$ cat src/rtl/pipeline_stage1.sv
// Decode/assembly stage: gathers opcode + 0..2 immediate bytes from stage0 into a held instruction word.
// Optional perf counters enabled with `define PIPELINE_STAGE1_PERF_EN.
module pipeline_stage1 #(
   parameter int WIDTH = 8
) (
   input  logic               clk,
   input  logic               reset_n,
   input  logic [WIDTH-1:0]   instruction_in,
   input  logic               bus_request,
   input  logic               stall_in,
   input  logic               flush,
   output logic               fetch_suppress,
   output logic [WIDTH-1:0]   opcode_out,
   output logic [2*WIDTH-1:0] operand_out,
   output logic               instr_valid,
   output logic               busy
`ifdef PIPELINE_STAGE1_PERF_EN
   ,
   output logic [15:0]        perf_instr_count,
   output logic [15:0]        perf_stall_count
`endif
);

   typedef enum logic [1:0] {S_OPCODE, S_IMM_LO, S_IMM_HI} state_t;

   state_t               state_q;
   logic                 valid_q;
   logic [WIDTH-1:0]     opcode_q;
   logic [2*WIDTH-1:0]   operand_q;
   logic [WIDTH-1:0]     pop_q;
   logic [WIDTH-1:0]     plo_q;

   logic                 accept;
   logic                 drain;
   logic                 complete;
   logic [1:0]           len;
   logic [WIDTH-1:0]     opcode_d;
   logic [2*WIDTH-1:0]   operand_d;

   function automatic logic [1:0] op_len(input logic [WIDTH-1:0] op);
      case (op[WIDTH-1 -: 2])
         2'b01:   op_len = 2'd1;
         2'b10:   op_len = 2'd2;
         default: op_len = 2'd0;
      endcase
   endfunction

   assign fetch_suppress = valid_q && stall_in;
   // accept already implies the output register can load (fetch_suppress is low)
   assign accept         = !bus_request && !fetch_suppress && !flush;
   assign drain          = valid_q && !stall_in;
   assign opcode_d       = (state_q == S_OPCODE) ? instruction_in : pop_q;
   assign len            = op_len(opcode_d);

   always_comb begin
      operand_d = '0;
      complete  = 1'b0;
      case (state_q)
         S_OPCODE: complete = accept && (len == 2'd0);
         S_IMM_LO: begin
            operand_d = {{WIDTH{1'b0}}, instruction_in};
            complete  = accept && (len == 2'd1);
         end
         S_IMM_HI: begin
            operand_d = {instruction_in, plo_q};
            complete  = accept;
         end
         default: ;
      endcase
   end

   always_ff @(posedge clk or negedge reset_n) begin
      if (!reset_n) begin
         state_q   <= S_OPCODE;
         valid_q   <= 1'b0;
         opcode_q  <= '0;
         operand_q <= '0;
         pop_q     <= '0;
         plo_q     <= '0;
      end else if (flush) begin
         state_q <= S_OPCODE;
         valid_q <= 1'b0;
         pop_q   <= '0;
         plo_q   <= '0;
      end else begin
         if (drain) valid_q <= 1'b0;
         if (accept) begin
            case (state_q)
               S_OPCODE: if (len != 2'd0) begin
                  pop_q   <= instruction_in;
                  plo_q   <= '0;
                  state_q <= S_IMM_LO;
               end
               S_IMM_LO: begin
                  plo_q   <= instruction_in;
                  state_q <= S_IMM_HI;
               end
               default: state_q <= S_OPCODE;
            endcase
            if (complete) begin
               state_q   <= S_OPCODE;
               valid_q   <= 1'b1;
               opcode_q  <= opcode_d;
               operand_q <= operand_d;
            end
         end
      end
   end

   assign opcode_out  = opcode_q;
   assign operand_out = operand_q;
   assign instr_valid = valid_q;
   assign busy        = (state_q != S_OPCODE);

`ifdef PIPELINE_STAGE1_PERF_EN
   logic [15:0] instr_cnt_q;
   logic [15:0] stall_cnt_q;

   // saturating; flush deliberately does not clear these
   always_ff @(posedge clk or negedge reset_n) begin
      if (!reset_n) begin
         instr_cnt_q <= '0;
         stall_cnt_q <= '0;
      end else begin
         if (complete && instr_cnt_q != 16'hFFFF) instr_cnt_q <= instr_cnt_q + 16'd1;
         if (fetch_suppress && stall_cnt_q != 16'hFFFF) stall_cnt_q <= stall_cnt_q + 16'd1;
      end
   end

   assign perf_instr_count = instr_cnt_q;
   assign perf_stall_count = stall_cnt_q;
`endif

endmodule

$ cat config.mk
export PLATFORM = sky130hd
export DESIGN_NAME = pipeline_stage1
export DESIGN_NICKNAME = d
export VERILOG_FILES = /design/src/rtl/pipeline_stage1.sv
export SDC_FILE = /design/constraint.sdc
export NUM_CORES = 1
export LEC_CHECK = 0
export ABC_AREA = 1
export ABC_CLOCK_PERIOD_IN_PS = 2320
export CAP_MARGIN = 0
export CORE_ASPECT_RATIO = 0.9
export CORE_MARGIN = 8
export CORE_UTILIZATION = 35
export CTS_CLUSTER_DIAMETER = 40
export DETAILED_ROUTE_END_ITERATION = 12
export GPL_ROUTABILITY_DRIVEN = 0
export HOLD_SLACK_MARGIN = 0.12
export SLEW_MARGIN = 20
export SYNTH_ARGS = -nofsm -noshare
export SYNTH_HDL_FRONTEND = slang
export SYNTH_SLANG_ARGS = --single-unit
$ cat constraint.sdc
create_clock -name clk -period 2.32 [get_ports clk]
set_input_delay 0.464 -clock clk [delete_from_list [all_inputs] [get_ports clk]]
set_output_delay 0.464 -clock clk [all_outputs]
set_load 0.01 [all_outputs]
# == Yosys cells after proc, flatten, opt, wreduce, memory -nomap -nowiden ==
# Index checks and enable logic that the tools add are counted.
# word_totals
out_inout_bits,27
latchBits,0
ramBits,0
rom_bits,0
ff_bits,43
memories,0
wordCells,57
in_bits,13
# classes
reduce_logical,22
n_eq_ne,7
add_sub_neg,0
n_lt_le_gt_ge,0
bitwise_logic,1
n_mul,0
n_shift,0
n_div,0
muxes,21
# op_table
operator,n
8-bit two-way mux,8
16-bit case mux with 2 select lines,1
8-bit case mux with 2 select lines,1
2-bit nonzero test,5
3-bit AND reduction,3
2-bit two-way mux,4
2-bit case mux with 2 select lines,2
"2-bit by 1-bit equality test with 1-bit output, second input constant",3
1-bit logical AND,6
"2-bit equality test, second input constant",2
1-bit logical NOT,4
2-bit logical NOT,2
1-bit two-way mux,4
"4-bit by 3-bit != test with 1-bit output, second input constant",1
"3-bit by 2-bit != test with 1-bit output, second input constant",1
1-bit case mux with 3 select lines,1
3-bit nonzero test,1
2-bit AND reduction,1
1-bit NOT,1

# == Logic depth before layout (Yosys ltp) ==
# Gate-level depths: netlist (run 1).
# depth
word_depth,10
mapped_depth,13
depth_no_buf,12

# == Worst setup path before layout (run 1) ==
# OpenSTA, ideal clock, no wires.
# synth_path
path_type,register to register
start,reg state_q[0]
end,reg plo_q[6]
setup_ps,121
stages_incl_launch_ff,13
synth_period_minus_slack_ps,1997
t_arrival_ps,1877
required_time_ps,2199
n_path_buf,2
slack_ps,323
path_cell_list,dfrtp_1 > inv_1 > ha_1 > buf_6 > mux2i_1 > ha_1 > nand2_1 > nand3_1 > nand2_2 > nand2_4 > buf_6 > nand2_1 > o21ai_1
# synth_via
elab_chain_len,7
elab_cells_between_ends,13
cone_classes,eq/ne (4); mux (5); reduce/logical (4)
# synth_lines
item,line_no,source
start: declaration,26,state_t state_q;
start signal: assignment,74,state_q <= S_OPCODE;
start signal: assignment,81,state_q <= S_OPCODE;
start signal: assignment,92,state_q <= S_IMM_LO;
2-bit logical NOT,"52, 88",
8-bit two-way mux,52,assign opcode_d = (state_q == S_OPCODE) ? instruction_in : pop_q;
2-bit equality test / 2-bit by 1-bit equality test with 1-bit output (equally long branches),41,case (op[WIDTH-1 -: 2])
2-bit case mux with 2 select lines,41,
2-bit nonzero test,89,S_OPCODE: if (len != 2'd0) begin
3-bit by 2-bit != test with 1-bit output (no line),--,
3-bit AND reduction (no line),--,
end signal: assignment,95,plo_q <= instruction_in;
end: declaration,31,logic [WIDTH-1:0] plo_q;
# Several ways; a longest one is shown, not always the timed one. The select of a mux whose other input is x is not followed.
# A chain may end at the register's enable or synchronous reset.

# == Final worst setup path (run 1) ==
# layout_path
start,reg state_q[1]
end,out busy
# layout_via
elab_chain_len,1
# layout_lines
item,line_no,source
2-bit nonzero test,113,assign busy = (state_q != S_OPCODE);
end: declaration,16,output logic busy
# No other way between the ends.

==> flow_results.org, run 1 <==
** Route
- For this run, design rule violations remaining after detail routing come to 0.
- The detail route stage leaves a number of antenna-violating nets equal to 0.
- Wire length reported by the detailed router :: 5310 um
- Vias per inst :: around 4.8
- DR iter-0 viols :: 97
- In the final routed layout, each cell accounts on average for around 14 um.
- Total number of vias :: about 1.8k
- The first detailed-routing pass took 4 iterations.

** Critical path
- Minimum setup slack among reg-to-reg paths :: around 280 ps
- Worst-path maximum fanout :: 9
- Critical Path Max Stage Delay :: between 500 and 600 ps
- The worst setup path is launched from a flip-flop.
- Worst EP required :: 1860 ps
- Crit end category :: output pin
- Data on the critical path arrives at its endpoint at ~1700 ps.
- Sequence of cells on the critical path :: inv_1, ha_4, inv_2, buf_4, clkdlybuf4s50_1
- The startpoint identified for the worst register-to-register timing path is state_q[1].
- Endpoint of the worst-slack reg-to-reg timing path :: opcode_out[6]
- Crit Path Class :: flip-flop to output pin
- The largest individual stage delay along the critical path comes from the cell clkdlybuf4s50_1.
- Reg2Reg Depth :: 11

** Placed design
- Worst setup timing slack at the placement stage :: -2.45 ps
- The HPWL after detailed placement is about 3700 um.
- Input and output buffers added on the ports amount to 39.

** Worst hold path
- Class of the worst hold path :: primary input to asynchronous set/reset pin

** Floorplanning
- Die boundary height :: 90.5 um
- In this run the horizontal extent of the chip is roughly 100 um.
- The floorplan step defined a core boundary enclosing 6050 um2.
- For this configuration, the core starts out at a cell density of 0.357.
- Num ports :: 40
- Die area :: between 8000 and 9000 um2
- After floorplanning, the core was divided into 27 placement rows.

** Global routing
- Vias in the first global route :: between 1.5k and 2k
- The initial antenna violation count was 0.
- The first global-routing pass estimated roughly 9000 um of wire.
- Entering global routing, the biggest net connects 44 pins.
- The total overflow left after global routing is 0.
- Global-route usage over all layers :: 0.125

** Logic synthesis
- Count of warnings emitted by yosys :: 0
- Post-synth top area cell :: dfrtp_1
- For this run, the register share of the synthesized area comes to 0.498.
- Cell count after synthesis :: between 200 and 300
- Synthesized cell area :: between 2000 and 2500 um2
- Counting flops and latches in the post-synthesis netlist gives 43.
- Per-instance average area after synthesis :: about 8.2 um2
- The netlist uses 21 different library cells.
- Post-synthesis net count :: 282
- The share of synthesized area in the top cell type comes to 0.498.
- Cells taking the most area after synthesis :: dfrtp_1 50%, nand2_1 23%, ha_1 4.1%

** STA
- Static timing analysis puts the maximum clock frequency at about 450 MHz.
- Worst Tran Pin Value :: roughly 560 ps
- RSZ-0062 raised after global routing :: false
- Measured against its own limit, the worst slew margin works out to 0.624.
- The tightest hold path in the finished design has a slack of ~250 ps.
- Final Slew Violations :: 0
- Least setup slack across all paths after layout :: roughly 120 ps
- Clk_skew :: roughly 3.0 ps
- Setup violations remaining at the end of the flow were counted as 0.
- The final-report hold violation count was 0.
- Crit share post-route :: 0.949
- Final Critical Period :: 2200 ps

** CTS
- Buffers from clock root to sink, at most :: 2
- Number of buffers inserted during clock tree synthesis :: 5
- CTS saw 43 sinks.
- The clock tree synthesis step divided the H-tree into 2 levels.
- Clock latency of the later-clocked register in the worst-skew pair :: 290 ps
- CTS Hold Buffers Added :: 0
- CTS root buf :: clkbuf_8
- CTS tree :: built
- After clock tree synthesis, the clock-pin slew on the worst setup and hold paths is 80 ps.

** Status
- The flow ran to the end, and the final reports show no timing, DRC or antenna violations.

** Power and ir drop
- P per Cell Area :: roughly 1200 nW/um2
- Overall power consumption after layout is estimated at ~0.0032 W.
- Worst vdd ir :: 0.389 mV
- Summed over all cells, the static leakage comes to 1.31 nW.

** Run
- Max-cap viol count :: 0

** Finish
- Leading cell type in the layout, fill and taps excluded :: nand2_1
- The top cell types in the final layout, fill and taps aside, are 131 x nand2_1, 43 x dfrtp_1, 38 x clkdlybuf4s50_1, 15 x o21ai_0.
- Share of final-layout standard cells stronger than drive strength 1 :: 0.124
- The net count of the finished layout is 326.
- Diode count :: 0
- The layout has between 500 and 600 filler cells.
- From synthesis to final layout, the design area changed by 26.9%.
area by class of cell:
class,instances,area [um2],share of cell area
Clock buffer,6,72.6,0.0265
Tap cell,72,90.1,0.0329
Clock inverter,1,30.0,0.0110
Timing Repair Buffer,52,495,0.181
Multi-Input combinational cell,194,940,0.343
Sequential cell,43,1080,0.393
Inverter,10,37.5,0.0137
metrics by stage:
step                 util  setup TNS [ps]  cells  area [um2]
floorplan               -               0    262        2160
global placement    0.430               0    369        2600
detailed placement  0.430           -2.45    369        2600
CTS                 0.450               0    378        2720
global route        0.453               0    378        2740
finish              0.453               0    378        2740
synth_stat cells, drive strengths merged:
cell type,n
a21oi,1
a31oi,1
buf,15
dfrtp,43
ha,7
inv,10
mux2i,1
nand2,133
nand3,13
nand4,2
nor2,2
o21ai,34
where the power goes:
group,internal (W),switching (W),leakage [nW]
registers,0.000990,0.000128,0.578
clock network,0.000316,0.000250,0.0513
logic,0.000695,0.000845,0.679
total,0.00200,0.00122,1.31
repair_timing:
item                       4_1_cts  5_1_grt
cloned                           0        0
setup endpoints to repair        1        9
gates resized for setup          0        3
buffers inserted                 2        0
critical path: cells and delay by family, from the launching register on:
family	cells	cell delay [ps]
adder cells (fa/ha/maj)	1	200
flip-flops	1	360
buffers and inverters	4	880
sequential cells by signal (all words and copies together), names as in the netlist:
name / cells
plo_q: 8
state_q: 2
pop_q: 8
instr_valid: 1
operand_out: 16
opcode_out: 8
cells by family after synthesis:
kind of cell / after synthesis / share of synthesized area
AOI/OAI and AO/OA: 36 / 0.103
adders and majority gates: 7 / 0.0406
buffers and inverters: 25 / 0.0765
DFF: 43 / 0.498
muxes: 1 / 0.00464
and+or+nand+nor: 150 / 0.278
worst max path at each step:
stage	from	endpoint	slack [ps]	cells after the start
final	state_q[1]	busy	120	5
after global routing	state_q[1]	busy	40	5
after CTS	state_q[1]	busy	50	5
after detailed placement	instruction_in[7]	pop_q[6]	-2	6
after global placement	instruction_in[7]	opcode_out[6]	80	10
after floorplan	state_q[0]	plo_q[6]	320	12
per-layer routing:
metal / wire, um / GRT usage / up-vias
met1: 2430 / 0.157 / 861
met5: 0 / 0 / -
met4: 74 / 0.0460 / 0
met2: 2600 / 0.202 / 29
li1: - / - / 911
met3: 205 / 0.0293 / 6
Note: power is estimated with default switching activity, not from simulation.
==> run 2: changes to the inputs <==
--- a/config.mk
+++ b/config.mk
@@ -12,3 +12,3 @@
 export CORE_MARGIN = 8
-export CORE_UTILIZATION = 35
+export CORE_UTILIZATION = 52
 export CTS_CLUSTER_DIAMETER = 40
@@ -17,2 +17,3 @@
 export HOLD_SLACK_MARGIN = 0.12
+export PLACE_DENSITY = 0.8
 export SLEW_MARGIN = 20
==> constraint.sdc (replaced) <==
create_clock -name clk -period 2.32 [get_ports clk]
set_input_delay 0.58 -clock clk [delete_from_list [all_inputs] [get_ports clk]]
set_output_delay 0.58 -clock clk [all_outputs]
set_load 0.01 [all_outputs]
==> run 2 against run 1 <==
Net effect:
- final cell count fell by 6.6%
- sequential cell count did not move
- power fell by 3.3%
- worst hold slack improved by 110 ps
- sequential share of layout area rose by 0.84 points
- clock skew rose by 3.0 ps
- via count rose by 2.1%
- combinational power barely moved
- largest cell class unchanged
==> flow_results.org, run 2 (synthesis gave the netlist of run 1 again) <==
** Floorplanning
- Num ports :: 40 (unchanged)
- Horizontal extent of the die :: 83.9 um (was 98.8 um)
- The placeable core region was 4050 um2 (was 6050 um2).
- The effective utilization at floorplan was 0.534 (was 0.357).
- The die extent in y was 77.1 um (was 90.5 um).
- Count of standard-cell rows :: 22 (was 27)
- Die area :: 6470 um2 (was 8940 um2)

** Critical path
- Master of the slowest instance on the critical path :: clkdlybuf4s50_1 (unchanged)
- Worst-path maximum fanout :: 8 (was 9)
- The kind of start point of the critical path is a flip-flop (unchanged).
- Sequence of cells on the critical path :: inv_1, ha_4, inv_2, clkdlybuf4s50_1 (was inv_1, ha_4, inv_2, buf_4, clkdlybuf4s50_1)
- Worst EP required :: 1740 ps (was 1860 ps)
- The critical path class was flip-flop to output pin (unchanged).
- The kind of end point of the critical path was an output pin (unchanged).
- The arrival time of data at the critical path endpoint came to 1680 ps (was 1740 ps).
- The worst stage delay on the critical path was 540 ps (was 550 ps).

** CTS
- Clock latency of the later-clocked register in the worst-skew pair :: 290 ps (about the same)
- CTS clock-pin slew for the worst setup and hold paths :: 70 ps (was 80 ps)
- CTS H-tree depth :: 2 (unchanged)
- Number of buffers inserted during clock tree synthesis :: 5 (unchanged)
- The cell at the root of the clock tree is clkbuf_8 (unchanged).
- Buffers from clock root to sink, at most :: 2 (unchanged)
- The clock sink count came to 43 (unchanged).
- CTS tree :: built (unchanged)

** Route
- The number of violations reported at the end of detailed-routing iteration 0 was 209 (was 97).
- The antenna violation net count after detailed routing was 0 (unchanged).
- Total number of vias :: 1845 (was 1807)
- Vias per inst :: 5.23 (was 4.78)
- The remaining routing DRC violations came to 0 (unchanged).
- Pre-antenna DRT Iters :: 4 (unchanged)
- The mean routed wirelength per cell was 14.0 um (about the same).
- Wire length reported by the detailed router :: 4950 um (was 5310 um)

** Finish
- Layout fillers :: 340 (was 595)
- The final design area excluding fillers came to 2680 um2 (was 2740 um2).
- Fraction of the core area covered by cells at the end of the flow :: 0.663 (was 0.453)
- Number of nets in the finished design :: 326 (unchanged)
- Top library cells by usage in the layout, fill and taps aside: 131 x nand2_1, 43 x dfrtp_1, 38 x clkdlybuf4s50_1, 15 x o21ai_0 (unchanged).
- The share of layout cells above drive strength 1 came to 0.125 (was 0.124).
- Largest register FFs :: 16 (unchanged)
- Area grow syn2layout :: 24.3% (was 26.9%)
- Non-filler instance count after layout :: 353 (was 378)
- The antenna diode count is 0 (unchanged).
- The most common cell after layout, fill and taps aside was nand2_1 (unchanged).
- The sequential cell area in the final layout is 1080 um2 (unchanged).
- The multi-input gate area in the final layout is 942 um2 (was 940 um2).

** STA
- Crit share post-route :: 0.975 (was 0.949)
- Count of final hold-check violations :: 0 (unchanged)
- Final Critical Period :: 2260 ps (was 2200 ps)
- The post-route worst setup slack was 58.4 ps (was 118 ps).
- Slew HR :: 0.640 (was 0.624)
- Achievable Freq :: 442 MHz (was 454 MHz)
- Clk_skew :: 6.02 ps (was 2.98 ps)
- The transition time of the tightest slew-check pin is 541 ps (was 564 ps).
- Setup TNS :: 0 ps (unchanged)
- Setup violators final :: 0 (unchanged)
- The count of pins over their slew limit came to 0 (unchanged).

** Placed design
- The setup slack at placement was -162 ps (was -2.45 ps).
- Area after DPL :: 2580 um2 (was 2600 um2)
- Cell total after placement :: 346 (was 369)
- Detail Placement HPWL :: 3560 um (was 3700 um)
- Port buffer count :: 39 (unchanged)

** Global routing
- Remaining global-route overflow :: 0 (unchanged)
- The number of global-route vias before repair is 1827 (was 1777).
- The initial antenna violation count is 0 (unchanged).
- Global-route usage over all layers :: 0.161 (was 0.125)
- Maximum number of pins on one net before global-route repair :: 44 (unchanged)
- Wire length of the first global-routing pass :: 8730 um (was 9010 um)

** Power and ir drop
- The leakage power summed over all cells came to 1.29 nW (was 1.31 nW).
- The ratio of total power to cell area came to 1160 nW/um2 (was 1180 nW/um2).
- The maximum vdd drop was 0.617 mV (was 0.389 mV).

** Worst hold path
- Class of the worst hold path :: primary input to asynchronous set/reset pin (unchanged)

** Status
- Outcome: finished, final reports clean (unchanged).

** Run
- The number of violations of the max-capacitance limit came to 0 (unchanged).
[run 2: changes by cell type in the layout (fill, tap and decap cells not counted)]
cell	previous run	this run
bufinv_16	1	0
nor2_2	0	1
nor2_1	2	1
[run 2: final timing paths]
path | to | from | slack (ps) | cells past startpoint
min in group clk | operand_out[11] | operand_out[11] | 480 | 2
hold reg to reg | operand_out[11] | operand_out[11] | 480 | 2
max in group asynchronous | plo_q[0] | reset_n | 1590 | 2
hold / removal | instr_valid | reset_n | 350 | 2
setup reg to reg | pop_q[5] | state_q[1] | 150 | 9
setup / recovery | busy | state_q[1] | 60 | 4
[run 2: cell type report]
class | count | area share
clock buffers | 6 | 0.0270
inverters | 10 | 0.0140
multi-input cells | 194 | 0.351
flip-flops and latches | 43 | 0.401
well taps | 48 | 0.0224
repair buffers | 52 | 0.185
[run 2: worst max-delay path: cells and delay by family (launching register included)]
kind | cells | cell delay, ps
buffers and inverters | 3 | 760
DFF | 1 | 420
adders and majority gates | 1 | 220
[run 2: layer usage]
metal,global-route usage,vias up,wire length [um]
li1,-,908,-
met1,0.205,875,2300
met2,0.255,53,2340
met3,0.0444,9,249
met4,0.0569,0,65
met5,0,-,0
[run 2: what timing repair did]
| item | 4_1_cts | 5_1_grt |
|---|---|---|
| setup buffers | 1 | 0 |
| setup endpoints to repair | 9 | 31 |
| resized for setup | 2 | 2 |
| cloned | 0 | 0 |
| hold buffers | 0 | 0 |
| pin swaps | 0 | 1 |
[run 2: report_power, final]
part           internal [W]  leakage, nW  total (W)  switching [W]
combinational      0.000708        0.679    0.00156       0.000855
sequential         0.000991        0.578    0.00113       0.000137
clock              0.000201       0.0371   0.000426       0.000226
total               0.00190         1.29    0.00312        0.00122
[run 2: per-stage QoR]
stage | hold slack, ps | total power (W)
2_1_floorplan | 284 | 0.00206
3_3_place_gp | 463 | 0.00261
3_5_place_dp | 468 | 0.00265
4_1_cts | 374 | 0.00311
5_1_grt | 397 | 0.00335
6_report | 352 | 0.00312
==> run 3: changes to the inputs <==
- PLACE_DENSITY: 0.8 -> 0.88
==> run 3 against run 2 <==
Net effect:
- sequential cell count is the same
- worst setup slack gained 100 ps
- die area is the same
- register-to-register slack is essentially flat
- clock power grew 31%
- routed wire length grew 3.9%
- global-route usage shrank 0.30 points
- final cell count grew 0.85%
- first-iteration DRC count shrank 20%
- clock-buffer cell count is the same
- worst hold slack lost 14 ps
- largest cell class unchanged
==> flow_results.org, run 3 (synthesis gave the netlist of run 1 again) <==
** CTS
- CTS sink count :: 43 (unchanged)
- The post-CTS clock slew at the launch and capture registers of the worst setup and hold paths was 80 ps (was 70 ps).
- The level count of the clock H-tree is 2 (unchanged).
- The number of buffers created by CTS was 5 (unchanged).
- The clock insertion delay at the later pin of the skew report was 290 ps (about the same).
- The cell at the root of the clock tree is clkbuf_8 (unchanged).
- CTS Hold Buffers Added :: 0 (unchanged)
- CTS tree :: built (unchanged)
- The number of buffers on the longest clock path is 2 (unchanged).

** Floorplanning
- The boundary pin count was 40 (unchanged).
- The die outline area came to 6470 um2 (unchanged).
- Std-Cell Core Area :: 4050 um2 (unchanged)
- Count of standard-cell rows :: 22 (unchanged)
- The effective utilization at floorplan is 0.534 (unchanged).
- Horizontal extent of the die :: 83.9 um (unchanged)
- Die boundary height :: 77.1 um (unchanged)

** Critical path
- The arrival time of data at the critical path endpoint came to 2320 ps (was 1680 ps).
- Worst EP required :: 2480 ps (was 1740 ps)
- The critical path class was flip-flop to flip-flop (was flip-flop to output pin).
- The highest net fanout along the worst path is 16 (was 8).
- Nature of the critical path startpoint :: flip-flop (unchanged)
- Crit end category :: flip-flop (was output pin)

** Finish
- Largest register FFs :: 16 (unchanged)
- Share of final-layout standard cells stronger than drive strength 1 :: 0.133 (was 0.125)
- The final design area excluding fillers came to 2730 um2 (was 2680 um2).
- The antenna diode count was 0 (unchanged).
- Top library cells by usage in the layout, fill and taps aside: 131 x nand2_1, 43 x dfrtp_1, 36 x clkdlybuf4s50_1, 15 x o21ai_0, 14 x buf_4 (was 131 x nand2_1, 43 x dfrtp_1, 38 x clkdlybuf4s50_1, 15 x o21ai_0).
- Area grow syn2layout :: 26.3% (was 24.3%)
- The final layout net count is 328 (was 326).
- The most common cell after layout, fill and taps aside was nand2_1 (unchanged).

** STA
- The achievable frequency was 463 MHz (was 442 MHz).
- Setup violators final :: 0 (unchanged)
- Worst-case hold slack :: 338 ps (was 352 ps)
- The worst max-slew margin expressed relative to the limit was 0.639 (was 0.640).
- Worst Tran Pin Value :: 541 ps (about the same)
- The clock period minus worst slack came to 2160 ps (was 2260 ps).
- Least setup slack across all paths after layout :: 161 ps (was 58.4 ps)
- Final Slew Violations :: 0 (unchanged)
- Clk_skew :: 4.89 ps (was 6.02 ps)
- The share of the clock period used by the worst path after layout came to 0.931 (was 0.975).
- Setup repair after global routing left no endpoint under its margin.
- Count of final hold-check violations :: 0 (unchanged)

** Power and ir drop
- The internal cell power is 0.00201 W (was 0.00190 W).
- The ratio of total power to cell area came to 1190 nW/um2 (was 1160 nW/um2).
- The switching power was 0.00124 W (was 0.00122 W).
- The leakage power summed over all cells is 1.34 nW (was 1.29 nW).
- Fraction of power consumed by combinational cells :: 0.481 (was 0.501)
- The part of the power in the clock network was 0.172 (was 0.137).
- The total power after layout was 0.00325 W (was 0.00312 W).
- Switching part of the total power :: 0.381 (was 0.391)
- Sequential share of power :: 0.347 (was 0.362)
- The maximum vdd drop was 0.698 mV (was 0.617 mV).

** Route
- Wire length reported by the detailed router :: 5150 um (was 4950 um)
- The mean routed wirelength per cell is 14.5 um (was 14.0 um).
- The routed via count came to 1873 (was 1845).
- The routed via count divided by cell count was 5.26 (was 5.23).
- The remaining routing DRC violations was 0 (unchanged).
- The number of violations reported at the end of detailed-routing iteration 0 is 168 (was 209).
- Pre-antenna DRT Iters :: 4 (unchanged)
- The antenna violation net count after detailed routing came to 0 (unchanged).

** Status
- Outcome :: finished, final reports clean (unchanged)

** Global routing
- The aggregate global-route resource usage was 0.158 (was 0.161).
- Vias in the first global route :: 1813 (was 1827)
- Antenna violations before repair :: 0 (unchanged)
- Remaining global-route overflow :: 0 (unchanged)
- The largest net degree at the start of global routing came to 44 (unchanged).
- Wire length of the first global-routing pass :: 8440 um (was 8730 um)

** Placed design
- The sum of net half-perimeters after detailed placement is 3570 um (was 3560 um).
- Worst setup timing slack at the placement stage :: -110 ps (was -162 ps)
- The post-detailed-placement cell area came to 2590 um2 (was 2580 um2).
- Port buffer count :: 39 (unchanged)

** Run
- Max-cap viol count :: 0 (unchanged)

** Worst hold path
- The type of the worst min-delay path is primary input to asynchronous set/reset pin (unchanged).
-- run 3: changes by cell type in the layout (fill, tap and decap cells not counted) --
cell and change:
bufinv_16 +1, dlygate4sd2_1 +1, nor2_1 +1, clkdlybuf4s50_1 -2
dlymetal6s2s_1 +1, nor2_2 -1, inv_1 -1, inv_2 +1
buf_4 +2
-- run 3: worst paths after layout --
| kind | slack (ps) | startpoint | to | depth (start not counted) |
|---|---|---|---|---|
| worst max-delay path | 160 | state_q[0] | pop_q[7] | 8 |
| worst min-delay path | 340 | reset_n | pop_q[1] | 2 |
| worst max register to register | 160 | state_q[0] | pop_q[7] | 8 |
| worst min register to register | 480 | operand_out[11] | operand_out[11] | 2 |
| max in group asynchronous | 1600 | reset_n | operand_out[2] | 2 |
| min in group clk | 480 | operand_out[11] | operand_out[11] | 2 |
-- run 3: final cells by class --
cell class	count	area, um2
repair buffers	54	512
flip-flops and latches	43	1080
multi-input cells	194	940
clock inverters	1	30.0
clock buffers	6	72.6
well taps	48	60.1
inverters	10	37.5
fillers	320	1320
-- run 3: what timing repair did --
| action | CTS | global route |
|---|---|---|
| endpoints found under the setup margin | 9 | 16 |
| gates resized for setup | 2 | 4 |
| gates cloned | 0 | 0 |
| buffers inserted | 1 | 0 |
| endpoints found under the hold margin | 0 | 0 |
-- run 3: worst max-delay path: stages, from the launching register on --
cell     delay (ps)
dfrtp_1         390
inv_1           170
ha_4            210
mux2i_1         280
ha_1            310
nor2_1          200
a31oi_4         220
nand2_1         140
o21ai_0         100
-- run 3: stage by stage --
step	instances	setup TNS, ps	utilization
floorplan	262	0	-
global placement	348	-35.8	0.641
detailed placement	348	-682	0.641
CTS	356	0	0.669
global route	356	0	0.674
finish	356	0	0.674
-- run 3: layer usage --
| layer | global-route usage | up-vias | part of all wire |
|---|---|---|---|
| li1 | - | 913 | - |
| met1 | 0.184 | 872 | 0.41 |
| met2 | 0.271 | 67 | 0.49 |
| met3 | 0.0306 | 21 | 0.057 |
| met4 | 0.0776 | 0 | 0.040 |
| met5 | 0 | - | 0 |
-- run 3: power groups by stage --
| stage | registers, W | clock network (W) | logic (W) |
|---|---|---|---|
| floorplan | 0.00120 | 0 | 0.000861 |
| global placement | 0.00114 | 0 | 0.00148 |
| detailed placement | 0.00114 | 0 | 0.00152 |
| CTS | 0.00112 | 0.000563 | 0.00155 |
| global route | 0.00115 | 0.000596 | 0.00174 |
| finish | 0.00113 | 0.000560 | 0.00156 |
